**src/rtl/l2_mem_arbiter.sv**
```systemverilog
// Two-client (I-side, D-side) line-request arbiter in front of one shared slow memory.
// Every output is registered; the FSM walks IDLE -> BUSY -> RESP for each granted request.

module l2_arb_port #(
  parameter int LINE_W = 128
) (
  input  logic              clk,
  input  logic              rst_n,
  input  logic              cap,
  input  logic [LINE_W-1:0] mem_rdata,
  output logic [LINE_W-1:0] rdata,
  output logic              ready
);
  // ready is a one-cycle echo of the capture strobe, so it lands in RESP.
  always_ff @(posedge clk or negedge rst_n) begin
    if (!rst_n) begin
      rdata <= '0;
      ready <= 1'b0;
    end else begin
      ready <= cap;
      if (cap) rdata <= mem_rdata;
    end
  end
endmodule

module l2_mem_arbiter #(
  parameter int ADDR_W     = 28,
  parameter int LINE_W     = 128,
  parameter bit D_PRIORITY = 1'b1
) (
  input  logic              clk,
  input  logic              rst_n,
  input  logic              i_read,
  input  logic              i_write,
  input  logic [ADDR_W-1:0] i_addr,
  input  logic [LINE_W-1:0] i_wdata,
  output logic [LINE_W-1:0] i_rdata,
  output logic              i_ready,
  input  logic              d_read,
  input  logic              d_write,
  input  logic [ADDR_W-1:0] d_addr,
  input  logic [LINE_W-1:0] d_wdata,
  output logic [LINE_W-1:0] d_rdata,
  output logic              d_ready,
  output logic              mem_read,
  output logic              mem_write,
  output logic [ADDR_W-1:0] mem_addr,
  output logic [LINE_W-1:0] mem_wdata,
  input  logic [LINE_W-1:0] mem_rdata,
  input  logic              mem_ready
);
  localparam int NCLI = 2;  // index 0 = I-side, 1 = D-side

  typedef enum logic [1:0] {IDLE, BUSY, RESP} state_t;
  state_t state, state_nxt;

  logic [NCLI-1:0]             rd, wr, pend, cap, ready;
  logic [NCLI-1:0][ADDR_W-1:0] addr;
  logic [NCLI-1:0][LINE_W-1:0] wdata, rdata;
  logic                        win, win_nxt, last_grant;

  assign rd    = {d_read, i_read};
  assign wr    = {d_write, i_write};
  assign pend  = rd | wr;
  assign addr  = {d_addr, i_addr};
  assign wdata = {d_wdata, i_wdata};

  // D wins if alone, or on a tie under fixed priority, or when I was granted last.
  assign win_nxt = pend[1] & (~pend[0] | D_PRIORITY | ~last_grant);

  always_ff @(posedge clk or negedge rst_n) begin
    if (!rst_n) state <= IDLE;
    else        state <= state_nxt;
  end

  always_comb begin
    state_nxt = state;
    case (state)
      IDLE:    if (|pend)    state_nxt = BUSY;
      BUSY:    if (mem_ready) state_nxt = RESP;
      RESP:    state_nxt = IDLE;
      default: state_nxt = IDLE;
    endcase
  end

  // A write wins over a read when both are raised by the same client.
  always_ff @(posedge clk or negedge rst_n) begin
    if (!rst_n) begin
      win        <= 1'b0;
      last_grant <= 1'b0;
      mem_read   <= 1'b0;
      mem_write  <= 1'b0;
      mem_addr   <= '0;
      mem_wdata  <= '0;
    end else if (state == IDLE && |pend) begin
      win        <= win_nxt;
      last_grant <= win_nxt;
      mem_write  <= wr[win_nxt];
      mem_read   <= ~wr[win_nxt];
      mem_addr   <= addr[win_nxt];
      mem_wdata  <= wdata[win_nxt];
    end else if (state == BUSY && mem_ready) begin
      mem_read   <= 1'b0;
      mem_write  <= 1'b0;
    end
  end

  genvar c;
  generate
    for (c = 0; c < NCLI; c++) begin : g_port
      assign cap[c] = (state == BUSY) & mem_ready & (win == 1'(c));
      l2_arb_port #(.LINE_W(LINE_W)) u_port (
        .clk       (clk),
        .rst_n     (rst_n),
        .cap       (cap[c]),
        .mem_rdata (mem_rdata),
        .rdata     (rdata[c]),
        .ready     (ready[c])
      );
    end
  endgenerate

  assign i_rdata = rdata[0];
  assign d_rdata = rdata[1];
  assign i_ready = ready[0];
  assign d_ready = ready[1];
endmodule

```
**config.mk**
```make
export PLATFORM = sky130hd
export DESIGN_NAME = l2_mem_arbiter
export DESIGN_NICKNAME = d
export VERILOG_FILES = /design/src/rtl/l2_mem_arbiter.sv
export SDC_FILE = /design/constraint.sdc
export NUM_CORES = 1
export LEC_CHECK = 0
export CORE_AREA = 2 2 339 341
export CTS_CLUSTER_DIAMETER = 40
export CTS_CLUSTER_SIZE = 10
export DETAILED_ROUTE_END_ITERATION = 10
export DIE_AREA = 0 0 341 343
export PLACE_DENSITY = 0.44
export SYNTH_ARGS = -nofsm -noshare
export SYNTH_HDL_FRONTEND = slang
export SYNTH_HIERARCHICAL = 1
export SYNTH_SLANG_ARGS = --single-unit
```
**constraint.sdc**
```tcl
create_clock -name clk -period 1.6 [get_ports clk]
set_input_delay 0.4 -clock clk [delete_from_list [all_inputs] [get_ports clk]]
set_output_delay 0.4 -clock clk [all_outputs]
set_load 0.01 [all_outputs]
```
Yosys cells after proc, flatten, opt, wreduce, memory -nomap -nowiden. Cells that the tools add are included.

$lt $le $gt $ge: 1. Reductions and logical operators: 6. Multiplexer cells: 12. Eq/ne operators: 3. Bitwise logic cells: 6.

Operators with widths (number): $mux 128 (2); $mux 28 (2); $mux 1 (5); $mux 2 (2); $ne 2x2->1 const B (2); $pmux 2 s2 (1); $and 1x1->1 (3); $eq 2x1->1 const B (1); $logic_and 1x1->1 (2); $logic_not 2->1 (1); $lt 1x2->1 const B (1); $not 1->1 (2); $or 2x2->2 (1); $reduce_and 2->1 (1); $reduce_bool 2->1 (1); $reduce_or 2->1 (1).

Output and inout port bits: 416. Bits in registers: 419. Logic and storage cells: 38. Input bits: 447.

Longest topological paths before layout.
Depth in word-level cells: 5. Depth in mapped cells: 6. Gate-level depth less buffers: 4.

Cells and area by module. The synthesis kept the hierarchy.

Modules (own cells, without submodules): l2_arb_port (instances 2, cells each 271, area an instance 4847.1 um^2, sequential area each 3228.1 um^2); l2_mem_arbiter (instances 1, cells each 526, area an instance 8505.7 um^2, sequential area each 4028.9 um^2).

Worst setup path after synthesis. OpenSTA, ideal clock, no wires.

Kind: input to register. From: input d_read. To: register mem_wdata[86]. Setup slack: 14 ps. Stages: 5. Data arrival time: 1460 ps. Buffers on the path: 2. Required time: 1475 ps. Setup time: 125 ps. Cells stage by stage: nor2_4 -> buf_6 -> buf_6 -> mux2_2 -> mux2_4.

Word-level cells in the longest chain between the ends: 3.

RTL lines: start, declared (RTL line 39) `input logic d_read,`; $or 2x2->2 * (RTL line 64) `assign pend = rd | wr;`; $mux 128 (not written as such) or $reduce_or 2->1 (tied branches) (RTL line 101, 95); $mux 128 (not written as such) or $logic_and 1x1->1 (tied branches) (RTL line 101, 95); end signal, assigned (RTL line 101) `mem_wdata <= wdata[win_nxt];`; end, declared (RTL line 48) `output logic [LINE_W-1:0] mem_wdata,`.

Every way passes the cells marked *; elsewhere a longest branch is shown, timed or not. The select of a mux whose other input is x is not followed. A chain may end at the register's enable or synchronous reset.

Worst setup path after layout.
From: register state[1]. To: register mem_addr[26].

Word-level cells in the longest chain between the ends: 2.

RTL lines: start, declared (RTL line 55) `state_t state, state_nxt;`; start signal, assigned (RTL line 73) `else state <= state_nxt;`; $logic_not 2->1 (RTL line 95) `end else if (state == IDLE && |pend) begin`; $logic_and 1x1->1 (RTL line 95); end signal, assigned (RTL line 100) `mem_addr <= addr[win_nxt];`; end, declared (RTL line 47) `output logic [ADDR_W-1:0] mem_addr,`.

Every way passes these cells.

==> results.json <==
{
  "outcome": "finished, violations left",
  "failed_checks": "setup timing",
  "final.setup_skew_ns": 0.0261,
  "start_util_pct": 16.0,
  "use_met3_pct": 3.97,
  "endpoint_kind": "flip-flop",
  "port_buffers": 862,
  "drt-initial-drc-count": 363,
  "synth.area.top_cells": "dfrtp_1 (58%), mux2_2 (25%), mux2_4 (9.7%)",
  "overflow": 0,
  "drc": 0,
  "yosysMostFrequentCell": "dfrtp_1",
  "cpPeakStageDelay_ns": 0.37,
  "synthToLayoutAreaGrowth_pct": 88.0,
  "nFillCells": 11400,
  "synth_area_um2": 18200,
  "clkLatencyLatePin_ns": 0.64,
  "synth_cell_types": 20,
  "critPathBufInv": 4,
  "ys_ff_latch": 419,
  "clkTransAtPathRegs_ns": 0.05,
  "synth-main-ff-cell": "dfrtp_1",
  "final_nets": 2643,
  "dieArea_um2": 117000,
  "p_clk_share_pct": 27.3,
  "comb_power_share_pct": 45.2,
  "finalPower_w": 0.0727,
  "tritoncts": "done",
  "multi_input_area_um2": 7490,
  "power.share.switching_pct": 30.9,
  "crit_path_start_kind": "flip-flop",
  "gp_congestion": 0.891,
  "fin_crit_sh_pct": 114,
  "synthArstFlopShare_pct": 100,
  "use_met2_pct": 22.5,
  "fin_crit_ns": 1.83,
  "setup-violations-final": 416,
  "busiest_layer": "met2",
  "num_vias": 13500,
  "fp-row-count": 124,
  "synth_edf_count": 0,
  "power.internal_w": 0.0503,
  "critical_path_required_ns": 2.11,
  "setup_slack_ns": -0.229,
  "antenna_left": 0,
  "antenna_found_initial": 8,
  "critPathTopFamily": "buffers and inverters",
  "core_area_um2": 113000,
  "critPathMaxFanout": 16,
  "synth_fp_nets": 1515,
  "clockBufferDepth": 3,
  "io_pins": 863,
  "routedWlPerCell_um": 20.4,
  "timing.slew.headroom_pct": 69.3,
  "drv_cap": 0,
  "dr.pass1.iters": 4,
  "die_w_um": 341,
  "numCtsBuffers": 90,
  "grt_pass1_wl_um": 107000,
  "drive_gt1_share_pct": 59.3,
  "grt_start_max_net_pins": 79,
  "fp.dieH_um": 343,
  "tightest_slew_ns": 0.461,
  "clock_sinks": 419,
  "grt_pass1_vias": 15400,
  "register_area_um2": 10500,
  "power.leakage_nw": 15.2,
  "crit_chain": "buf_4 -> or2_4 -> a21oi_4 -> buf_4 -> buf_12 -> buf_12 -> mux2_1",
  "cts-root-buf": "clkbuf_16",
  "critPathSlowestCell": "dfrtp_1",
  "yosysTopAreaCellShare_pct": 57.6,
  "synth_common_cells": "dfrtp_1 (419), mux2_2 (407), mux2_4 (118)",
  "finalHoldWorstSlack_ns": 0.258,
  "ys_warn_count": 6,
  "h-tree-depth": 3,
  "ir_worst_vdd_mv": 1.18,
  "synth-seq-area-share_pct": 57.6,
  "dp_hpwl_um": 57500,
  "yosysTopAreaCell": "dfrtp_1",
  "gr-usage-all-layers_pct": 12.5,
  "max_freq_mhz": 547,
  "hold_viol": 0,
  "slew_violations": 0,
  "worstPathArrival_ns": 2.34,
  "netlist_instances": 1068,
  "critPathKind": "flip-flop to flip-flop",
  "rsz0062_at_grt": "true",
  "routed_wl_um": 77400,
  "viasPerCell": 3.56,
  "final_util_pct": 30.2,
  "p_per_area_nw_per_um2": 2130,
  "tns_ns": -59.42,
  "synth.avg_cell_area_um2": 17.0,
  "power_frac_seq_pct": 27.5,
  "hold_class": "input port to async pin",
  "p_switching_w": 0.0224,
  "met1_usage_pct": 13.5
}
==> power groups by stage <==
stage          combinational (W)  clock [W]  sequential (W)
3_3_place_gp              0.0289          0          0.0192
6_report                  0.0329     0.0199          0.0200
4_1_cts                   0.0316     0.0205          0.0200
5_1_grt                   0.0346     0.0211          0.0206
2_1_floorplan             0.0102          0          0.0214
3_5_place_dp              0.0290          0          0.0194
==> layout make-up <==
| class | count | share of cell area (%) |
|---|---|---|
| sequential | 419 | 30.7 |
| clock buffer | 115 | 7.24 |
| antenna | 7 | 0.0512 |
| inverter | 2 | 0.0219 |
| multi-input combinational | 585 | 21.9 |
| timing repair buffer | 1098 | 32.3 |
| clock inverter | 54 | 2.30 |
| tap | 1512 | 5.53 |
==> placed cells by master, fill, tap and decap left out, types with 4 or more instances in the layout <==
cell type        netlist  final
buf_12                 0     34
buf_16                 0     10
buf_2                  4    119
buf_4                  0    163
buf_6                 34    305
buf_8                  8     14
bufinv_16              0     15
clkbuf_1               0     12
clkbuf_16              0     97
clkbuf_8              16     13
clkdlybuf4s50_1        0    445
clkinv_2               0     16
clkinv_4               0      8
clkinvlp_4             0      4
dfrtp_1              419    415
dfrtp_2                0      4
diode_2                0      7
inv_6                  0      6
mux2_1                44     40
mux2_2               407    273
mux2_4               118    256
==> per-layer routing <==
metal	part of all wire (%)	wire (um)
met5	0.010	8
met4	3.2	2520
met3	7.3	5620
met2	52	40200
met1	38	29100
==> sequential cells by signal, indices dropped and copies added (netlist names) <==
register / flops
g_port.u_port/rdata: 256
g_port.u_port/ready: 2
mem_addr: 28
mem_read: 1
mem_wdata: 128
mem_write: 1
state: 2
win: 1
==> repair_timing <==
item                                     CTS  global route
hold buffers                               1             0
endpoints found under the setup margin   807           827
buffers inserted                         111            25
endpoints found under the hold margin    224             0
resized for setup                       2234            94
pin swaps                                  1             1
gates cloned                               7             9
==> stage by stage <==
step | cell area [um2] | instances | setup WS [ns]
floorplan | 18200 | 1068 | 0.0144
global placement | 29000 | 3472 | -0.723
detailed placement | 29000 | 3472 | -0.742
CTS | 33500 | 3757 | -0.246
global route | 34200 | 3790 | -0.295
finish | 34200 | 3792 | -0.229
==> worst paths after layout <==
check                                              end  depth (start not counted)  slack (ns)      startpoint
min reg2reg                               mem_wdata[9]                          1        0.48    mem_wdata[9]
min in group clk           g_port[1].u_port/rdata[115]                          2        0.40  mem_rdata[115]
max                                       mem_addr[26]                          7       -0.23        state[1]
max reg2reg                               mem_addr[26]                          7       -0.23        state[1]
min                        g_port[0].u_port/rdata[112]                          2        0.26           rst_n
max in group asynchronous               mem_wdata[127]                          4        0.56           rst_n
==> cell families after synthesis <==
| group | share of synthesized area, % |
|---|---|
| buffers and inverters | 4.12 |
| AO/OA/AOI/OAI | 0.254 |
| flip-flops | 57.6 |
| multiplexers | 37.7 |
| AND/OR/NAND/NOR | 0.316 |
No activity file was read; power rests on OpenSTA's default activity.
